### config.mk
export PLATFORM = sky130hd
export DESIGN_NAME = wave_player
export DESIGN_NICKNAME = d
export VERILOG_FILES = /design/src/rtl/wave_player_pkg.sv /design/src/rtl/wave_ram.sv /design/src/rtl/wave_player.sv
export SDC_FILE = /design/constraint.sdc
export NUM_CORES = 2
export LEC_CHECK = 0
export CAP_MARGIN = 20
export CELL_PAD_IN_SITES_DETAIL_PLACEMENT = 1
export CELL_PAD_IN_SITES_GLOBAL_PLACEMENT = 1
export CORE_MARGIN = 5
export CORE_UTILIZATION = 30
export CTS_CLUSTER_SIZE = 24
export DETAILED_ROUTE_END_ITERATION = 16
export GPL_ROUTABILITY_DRIVEN = 0
export GPL_TIMING_DRIVEN = 1
export MAX_ROUTING_LAYER = met4
export PLACE_DENSITY_LB_ADDON = 0.1
export SYNTH_ARGS = -nofsm -noshare
export SYNTH_HDL_FRONTEND = slang
export SYNTH_SLANG_ARGS = --single-unit
### constraint.sdc
create_clock -name sys_clk -period 3.1 [get_ports sys_clk]
set_input_delay 0.775 -clock sys_clk [delete_from_list [all_inputs] [get_ports sys_clk]]
set_output_delay 0.775 -clock sys_clk [all_outputs]
set_load 0.01 [all_outputs]
### src/rtl/wave_player_pkg.sv
// wave_player_pkg: shared state encoding and reset constants for wave_player.
package wave_player_pkg;

    typedef enum logic [2:0] {
        ST_IDLE  = 3'd0,
        ST_LOAD  = 3'd1,
        ST_READY = 3'd2,
        ST_PLAY  = 3'd3,
        ST_DONE  = 3'd4
    } state_e;

    localparam state_e RST_STATE = ST_IDLE;
    // Output masking is active out of reset so data reads 0 until the first sample.
    localparam logic   RST_ZERO  = 1'b1;

endpackage

### src/rtl/wave_ram.sv
// wave_ram: simple dual-port synchronous RAM, DATA_W x 2^ADDR_W,
// one write port and one registered read port.
module wave_ram #(
    parameter int DATA_W = 9,
    parameter int ADDR_W = 8
) (
    input  logic              clk,
    input  logic              wr_en,
    input  logic [ADDR_W-1:0] wr_addr,
    input  logic [DATA_W-1:0] wr_data,
    input  logic              rd_en,
    input  logic [ADDR_W-1:0] rd_addr,
    output logic [DATA_W-1:0] rd_data
);

    logic [DATA_W-1:0] mem_q [0:(2**ADDR_W)-1];
    logic [DATA_W-1:0] rd_data_q;

    // Write port and registered read port; no reset so it maps onto block RAM.
    always_ff @(posedge clk) begin
        if (wr_en) mem_q[wr_addr] <= wr_data;
        if (rd_en) rd_data_q <= mem_q[rd_addr];
    end

    assign rd_data = rd_data_q;

endmodule

### src/rtl/wave_player.sv
// wave_player: single-channel arbitrary-waveform playback engine.
// A table is loaded through a valid/ready port, then replayed at a sample
// period of rate_div+1 clocks, looping or (optionally) once.
// Optional feature macro: WAVE_PLAYER_ONESHOT_EN enables oneshot and the DONE state.
//
// Load handshake: a sample transfers on every rising clock where wr_valid and
// wr_ready are both high. wr_ready is high exactly while the FSM is in LOAD and
// does not depend on wr_valid; wr_valid may be raised or dropped at any time.
module wave_player
    import wave_player_pkg::*;
#(
    parameter int DATA_W = 9,
    parameter int ADDR_W = 8,
    parameter int DIV_W  = 32
) (
    input  logic              sys_clk,
    input  logic              rst,
    input  logic              load_start,
    input  logic [DATA_W-1:0] wr_data,
    input  logic              wr_valid,
    input  logic              wr_last,
    output logic              wr_ready,
    input  logic              play_en,
    input  logic [DIV_W-1:0]  rate_div,
    input  logic              oneshot,
    output logic [DATA_W-1:0] data,
    output logic              data_v,
    output logic              loaded,
    output logic              playing,
    output logic              done,
    output logic [2:0]        state_dbg
);

    state_e             state_q, state_d;
    logic [ADDR_W-1:0]  wptr_q, wptr_d;
    logic [ADDR_W-1:0]  rptr_q, rptr_d;
    logic [ADDR_W:0]    len_q, len_d;
    logic [DIV_W-1:0]   div_q, div_d;
    logic [DIV_W-1:0]   rate_q, rate_d;
    logic               fin_q, fin_d;
    logic               zero_q, zero_d;
    logic               wr_ready_q, wr_ready_d;
    logic               loaded_q, loaded_d;
    logic               playing_q, playing_d;
    logic               done_q, done_d;
    logic               data_v_q, data_v_d;

    logic               oneshot_en;
    logic               wr_hs;
    logic               tick;
    logic               rd_en;
    logic               wr_en;
    logic [DATA_W-1:0]  ram_rd_data;

`ifdef WAVE_PLAYER_ONESHOT_EN
    assign oneshot_en = oneshot;
`else
    logic unused_oneshot;
    assign oneshot_en     = 1'b0;
    assign unused_oneshot = oneshot;
`endif

    assign wr_hs = wr_ready_q && wr_valid;
    assign wr_en = wr_hs && !load_start;
    // fin_q freezes the divider once the final one-shot read has been issued.
    assign tick  = (state_q == ST_PLAY) && play_en && !fin_q && (div_q == rate_q);
    assign rd_en = tick && !load_start;

    wave_ram #(
        .DATA_W (DATA_W),
        .ADDR_W (ADDR_W)
    ) u_ram (
        .clk     (sys_clk),
        .wr_en   (wr_en),
        .wr_addr (wptr_q),
        .wr_data (wr_data),
        .rd_en   (rd_en),
        .rd_addr (rptr_q),
        .rd_data (ram_rd_data)
    );

    // Next-state logic: FSM transitions, pointers, divider and registered outputs.
    always_comb begin
        state_d = state_q;
        wptr_d  = wptr_q;
        rptr_d  = rptr_q;
        len_d   = len_q;
        div_d   = div_q;
        rate_d  = rate_q;
        fin_d   = fin_q;
        zero_d  = zero_q;

        if (load_start) begin
            state_d = ST_LOAD;
            wptr_d  = '0;
            rptr_d  = '0;
            fin_d   = 1'b0;
            zero_d  = 1'b1;
        end else begin
            case (state_q)
                ST_LOAD: begin
                    if (wr_hs) begin
                        wptr_d = wptr_q + 1'b1;
                        // The last address closes the table even without wr_last.
                        if (wr_last || (wptr_q == '1)) begin
                            len_d   = {1'b0, wptr_q} + 1'b1;
                            state_d = ST_READY;
                        end
                    end
                end
                ST_READY: begin
                    if (play_en) begin
                        state_d = ST_PLAY;
                        rptr_d  = '0;
                        div_d   = '0;
                        rate_d  = rate_div;
                        fin_d   = 1'b0;
                    end
                end
                ST_PLAY: begin
                    if (!play_en) begin
                        state_d = ST_READY;
                        rptr_d  = '0;
                        fin_d   = 1'b0;
                    end else if (fin_q) begin
                        state_d = ST_DONE;
                    end else if (tick) begin
                        div_d  = '0;
                        rate_d = rate_div;
                        // The RAM read register now carries a real sample.
                        zero_d = 1'b0;
                        if ({1'b0, rptr_q} == (len_q - 1'b1)) begin
                            rptr_d = '0;
                            if (oneshot_en) fin_d = 1'b1;
                        end else begin
                            rptr_d = rptr_q + 1'b1;
                        end
                    end else begin
                        div_d = div_q + 1'b1;
                    end
                end
                ST_DONE: begin
                    if (!play_en) state_d = ST_READY;
                end
                default: ;
            endcase
        end

        wr_ready_d = (state_d == ST_LOAD);
        loaded_d   = (state_d == ST_READY) || (state_d == ST_PLAY) || (state_d == ST_DONE);
        playing_d  = (state_d == ST_PLAY);
        done_d     = (state_d == ST_DONE);
        data_v_d   = rd_en;
    end

    // State and output registers with asynchronous active-high reset.
    always_ff @(posedge sys_clk or posedge rst) begin
        if (rst) begin
            state_q    <= RST_STATE;
            wptr_q     <= '0;
            rptr_q     <= '0;
            len_q      <= '0;
            div_q      <= '0;
            rate_q     <= '0;
            fin_q      <= 1'b0;
            zero_q     <= RST_ZERO;
            wr_ready_q <= 1'b0;
            loaded_q   <= 1'b0;
            playing_q  <= 1'b0;
            done_q     <= 1'b0;
            data_v_q   <= 1'b0;
        end else begin
            state_q    <= state_d;
            wptr_q     <= wptr_d;
            rptr_q     <= rptr_d;
            len_q      <= len_d;
            div_q      <= div_d;
            rate_q     <= rate_d;
            fin_q      <= fin_d;
            zero_q     <= zero_d;
            wr_ready_q <= wr_ready_d;
            loaded_q   <= loaded_d;
            playing_q  <= playing_d;
            done_q     <= done_d;
            data_v_q   <= data_v_d;
        end
    end

    // data reads 0 from reset/LOAD until the first sample of a new table arrives.
    assign data      = zero_q ? '0 : ram_rd_data;
    assign data_v    = data_v_q;
    assign wr_ready  = wr_ready_q;
    assign loaded    = loaded_q;
    assign playing   = playing_q;
    assign done      = done_q;
    assign state_dbg = state_q;

endmodule
# Word level (Yosys, flattened, before mapping)
# Memory sizes are Yosys's and may differ from the RTL's. A register that Yosys moved wholly into a read port is not among the register bits.
# Cells that the tools add are included.
[word_totals] mem_bits_rw=2304 memories=1 regBits=99 in_bits=48 wordCells=105 output_inout_bits=17
[mem_list] name="u_ram.mem_q" words=256 width=9 rd=1 rd_ports_with_merged_regs=1 wr=1 line="wave_ram.sv:16" source="logic [DATA_W-1:0] mem_q [0:(2**ADDR_W)-1];"
[op_classes] n_reduce_logical=25 bitwise_logic=1 add_sub_neg=5 n_mux=41 n_eq_ne=19
[op_table] operator="$mux 32" count=8
[op_table] operator="$pmux 32 s2" count=2
[op_table] operator="$mux 8" count=9
[op_table] operator="$add 32x1->32 const B" count=1
[op_table] operator="$eq 32x32->1" count=1
[op_table] operator="$mux 3" count=7
[op_table] operator="$add 8x1->8 const B" count=2
[op_table] operator="$pmux 8 s2" count=1
[op_table] operator="$eq 3x2->1 const B" count=4
[op_table] operator="$pmux 3 s4" count=1
[op_table] operator="$reduce_and 4->1" count=3
[op_table] operator="$reduce_bool 2->1" count=6
[op_table] operator="$mux 1" count=11
[op_table] operator="$ne 2x2->1 const B" count=5
[op_table] operator="$add 8x1->9 const B" count=1
[op_table] operator="$eq 8x9->1" count=1
[op_table] operator="$mux 9" count=1
[op_table] operator="$sub 9x1->9 const B" count=1
[op_table] operator="$eq 8x8->1 const B" count=1
[op_table] operator="$ne 4x4->1 const B" count=2
[op_table] operator="$eq 3x1->1 const B" count=2
[op_table] operator="$eq 3x3->1 const B" count=2
[op_table] operator="$logic_and 1x1->1" count=6
[op_table] operator="$reduce_and 6->1" count=1
[op_table] operator="8 further kinds" count=12

# Depth between registers and ports, before layout
[logic_depth] word_depth=9 ltp_mapped=13 depth_no_buf=9

# By module
# Synthesis repeated with hierarchy kept, for this count alone.
[hier_totals] cells_unflattened=4760 hier_area_um2=94679.6
[by_module_without_submodules] mod="wave_ram" cells_per_inst=4237 area_each_um2=89368.2 seq_area_each_um2=69456.6 n_inst=1
[by_module_without_submodules] mod="wave_player" cells_per_inst=523 area_each_um2=5311.3 seq_area_each_um2=2478.6 n_inst=1

# Worst setup path after synthesis
# No wires, ideal clock.
[synth_path] kind="in2reg" from="input port load_start" to="memory u_ram.mem_q[145][0], enable pin" slack_ps=119 setup_time_ps=387 path_stages=7 t_arrival_ps=2594 required_ps=2713 n_path_buf=2 path_cell_list="clkbuf_1 inv_1 and3_1 clkbuf_1 and3_1 nand2_1 nor3_1"
[synth_via] elab_chain_len=4
[synth_rtl] element="from (decl)" line="wave_player.sv:18" source="input logic load_start,"
[synth_rtl] element="$logic_not 1->1" line="wave_player.sv:64" source="assign wr_en = wr_hs && !load_start;"
[synth_rtl] element="$logic_and 1x1->1" line="wave_player.sv:64"
[synth_rtl] element="$mux 1" line="wave_ram.sv:21" source="if (wr_en) mem_q[wr_addr] <= wr_data;"
[synth_rtl] element="$mux 1 (implied by the code)" line="wave_ram.sv:21"
[synth_rtl] element="to (decl)" line="wave_ram.sv:16"
# Every way passes these cells.

==> results summary <==
The final worst slack came out at -0.0759 ns. For this run, the leading register cell type out of synthesis is sky130_fd_sc_hd__edfxtp_1. The worst setup path is captured at a flop. Across all hold checks on the routed design, the worst slack comes to 0.186 ns. The run finished, with violations left. In this run the most critical hold path is launched from wr_data[1]. The data arrival time of the critical path came out at 3.81 ns. The proportion of total power due to net switching came out at 0.219. The core area came out at 317000 sq um. The post-synthesis instance area came out at 95300 sq um.

In this run the critical register-to-register path is launched from rptr_q[0]$_DFFE_PP0P_. The global-route usage over all layers came out at 0.196. Setup repair after global routing could not meet its margin everywhere. The clock-pin slew of the registers on the worst-case setup and hold paths is 0.06 ns. For this run, design rule violations remaining after detail routing come to 0.

Ranked by total cell area, the synthesized netlist is headed by sky130_fd_sc_hd__edfxtp_1, sky130_fd_sc_hd__mux4_2, sky130_fd_sc_hd__mux2i_1. The kind of start point of the critical path is a flop. The largest voltage drop on the vdd net came out at 444 uV.

The minimum clock period after layout came out at 3.18 ns. The clock network latency to the later pin of the worst-skew pair is 0.90 ns. The DRC marker count from the first detailed-route iteration is 4026. CTS placed an instance of sky130_fd_sc_hd__clkbuf_16 at the clock tree root.

The final clock period utilization by the worst path came out at 1.02. The sequential share of the synthesized area is 0.755. The average wire per standard cell is 30.9 um. Headroom to the max-slew limit came out at 0.320.

The number of synthesized flops with an enable pin is 2313. The via density per instance came out at 5.02. The finished layout holds 10300 standard cells, fillers aside. Setup total negative slack on the finished layout was measured at -0.284 ns. The row count is 207.

Buffers inserted to repair hold after CTS numbered 0. The switching component of the power came out at 15.8 mW. Port buffering added 63 buffers. After synthesis, the share of flip-flops with an asynchronous set or reset is 0.0410. The share of power burned in combinational logic is 0.051. The number of antenna violations at the first check in global routing came to 13.

The net count of the finished layout is 5982. The most critical setup path has its startpoint at rptr_q[0]$_DFFE_PP0P_. The gate count after technology mapping is 4933. The internal power component is 56.2 mW. The floorplan step defined a die boundary enclosing 329000 sq um. The first global-routing pass estimated 448000 um of wire.

The die boundary height came out at 574 um. Summed over all layers, the global routing overflow is 0. TritonCTS built the clock tree. The count of warnings emitted by yosys is 0.

The maximum root-to-sink buffer count is 4. The max-capacitance violation count came out at 0. The detailed placer's ending HPWL came out at 210000 um. The sink count of the clock tree is 2412.

Relative to the synthesized area, the layout overhead comes to 24.3%. Of the total power, the clock network draws 0.449. The residual antenna-violating net count after detailed routing is 0. The number of buffers created by CTS came out at 285.

The placed instance area is 108000 sq um. The number of global-route vias before repair came to 55300. The setup clock skew after layout came out at 0.0567 ns. The static leakage came out at 37.9 nW. The worst setup path is of the reg -> reg kind.

The top-area cell type share of the netlist area is 0.729. The worst-path cell with the longest stage delay is sky130_fd_sc_hd__dfrtp_4. Among all cell types in the netlist, the one instantiated most often is sky130_fd_sc_hd__edfxtp_1.

The worst slack at placement came out at -0.738 ns. The per-instance average area after synthesis is 19.3 sq um. The achievable clock frequency is 0.315 GHz. The width of the chip came out at 574 um. The net count of the mapped netlist is 4988. The initial core utilization is 0.300. The area of all placed cells without fillers is 118000 sq um. The number of top-level pins is 65. Counting flops and latches in the post-synthesis netlist gives 2412. The final route contains 51900 vias. The total design power is 72.0 mW. The final wirelength came out at 320000 um. The number of detailed-route iterations in the first pass came out at 5. The sequential share of power came out at 0.500. The total instance count after detailed placement is 9771.

The layout cell share with drive strength beyond 1 came out at 0.313. The tightest min-delay check is of the in -> reg type. The count of endpoints failing setup in the final report is 5. The number of library cell types mapped by synthesis is 76. The final reports fail on negative setup slack. Traced cell by cell, the critical path runs through buf_12, buf_16, buf_12, buf_4, buf_6, mux4_2, mux4_2, a21oi_2, nor3b_4, buf_6, nor3_2. Entering global routing, the biggest net connects 103 pins. The largest single stage delay on the critical path is 0.57 ns. Data on the critical path is required at its endpoint by 3.74 ns. The biggest area contributor in the post-synthesis netlist is sky130_fd_sc_hd__edfxtp_1.

The count of endpoints failing hold in the final timing report is 0. By count the netlist is led by sky130_fd_sc_hd__edfxtp_1, sky130_fd_sc_hd__mux4_2, sky130_fd_sc_hd__mux2i_1. The total power divided by cell area came out at 608 nW/um^2. The utilization after layout is 0.373. The final count of pins violating max slew is 0. For the pin with the worst max-slew slack, the measured transition is 1.02 ns.

The critical-path maximum fanout came out at 5. The maximum level of the CTS H-tree is 5.
## registers in the layout, summed over array words and instances (netlist names)
register and flops:
playing 1, state_dbg 3, loaded 1, u_ram.mem_q 2304
done 1, zero_q 1, rate_q 32, data_v 1
u_ram.rd_data 9, wr_ready 1, rptr_q 8, fin_q 1
wptr_q 8, div_q 32, len_q 9
## metal layers
metal | vias to the layer above | GRT usage | routed length (um)
met5 | - | - | 0
met4 | 0 | 0.0414 | 7100
met3 | 421 | 0.0214 | 10600
met2 | 938 | 0.319 | 156000
met1 | 28300 | 0.266 | 146000
li1 | 22300 | - | -
## timing repair
action	in CTS	in global routing
setup buffers	34	6
gates cloned	9	2
gates resized for setup	155	51
hold endpoints to repair	0	0
setup endpoints to repair	18	14
pin swaps	20	15
## cell families (layout without fill, tap and decap cells)
family,after synthesis,in the layout,synth area share
other,0,3,0
AO/OA/AOI/OAI,549,549,0.0397
flip-flops,2412,2412,0.755
buffers and inverters,309,1526,0.0190
adder cells (fa/ha/maj),7,7,0.000919
AND/OR/NAND/NOR,754,754,0.0357
XOR/XNOR,75,75,0.00689
multiplexers,827,827,0.143
## path summary, 6_finish.rpt
kind	to	slack, ns	depth (start not counted)
worst max-delay path	u_ram.rd_data[2]$_DFFE_PP_	-0.08	11
worst min-delay path	u_ram.mem_q[231][1]$_DFFE_PP_	0.19	1
worst max register to register	u_ram.rd_data[2]$_DFFE_PP_	-0.08	11
worst min register to register	rate_q[12]$_DFFE_PP0P_	0.53	1
max in group asynchronous	rptr_q[3]$_DFFE_PP0P_	2.00	3
min in group asynchronous	rate_q[25]$_DFFE_PP0P_	0.30	2
## critical path, delay by kind of cell, from the launching register on
family / cells / cell delay [ns]
muxes: 2 / 0.95
AOI/OAI and AO/OA: 1 / 0.18
buffers and inverters: 6 / 0.91
DFF: 1 / 0.57
and+or+nand+nor: 2 / 0.28
## cell usage in the layout, fill, tap and decap left out, drive strengths merged, types with 94 or more instances in the layout
cell type and n:
nand2 135, edfxtp 2313, nor2 361, a21oi 122, o221ai 152, clkbuf 361, mux2i 363, dfrtp 98
buf 932, mux4 423, o22ai 94, clkinv 117
## power groups by stage
stage	Clock [mW]	Sequential, mW	Combinational (mW)
detailed placement	0	36.7	3.47
global placement	0	36.7	3.43
global route	34.8	36.0	3.90
CTS	33.4	36.0	3.71
finish	32.4	36.0	3.64
floorplan	0	36.6	1.78
## final cells by class
cell class,count,area [sq um]
fill,30900,199000
clock buffer,358,7540
antenna,3,7.51
tap,4180,5230
timing repair buffer,995,10000
clock inverter,152,1350
inverter,21,95.1
multi-input combinational,2212,22200
sequential,2412,72000
(Power assumes the default switching activity.)
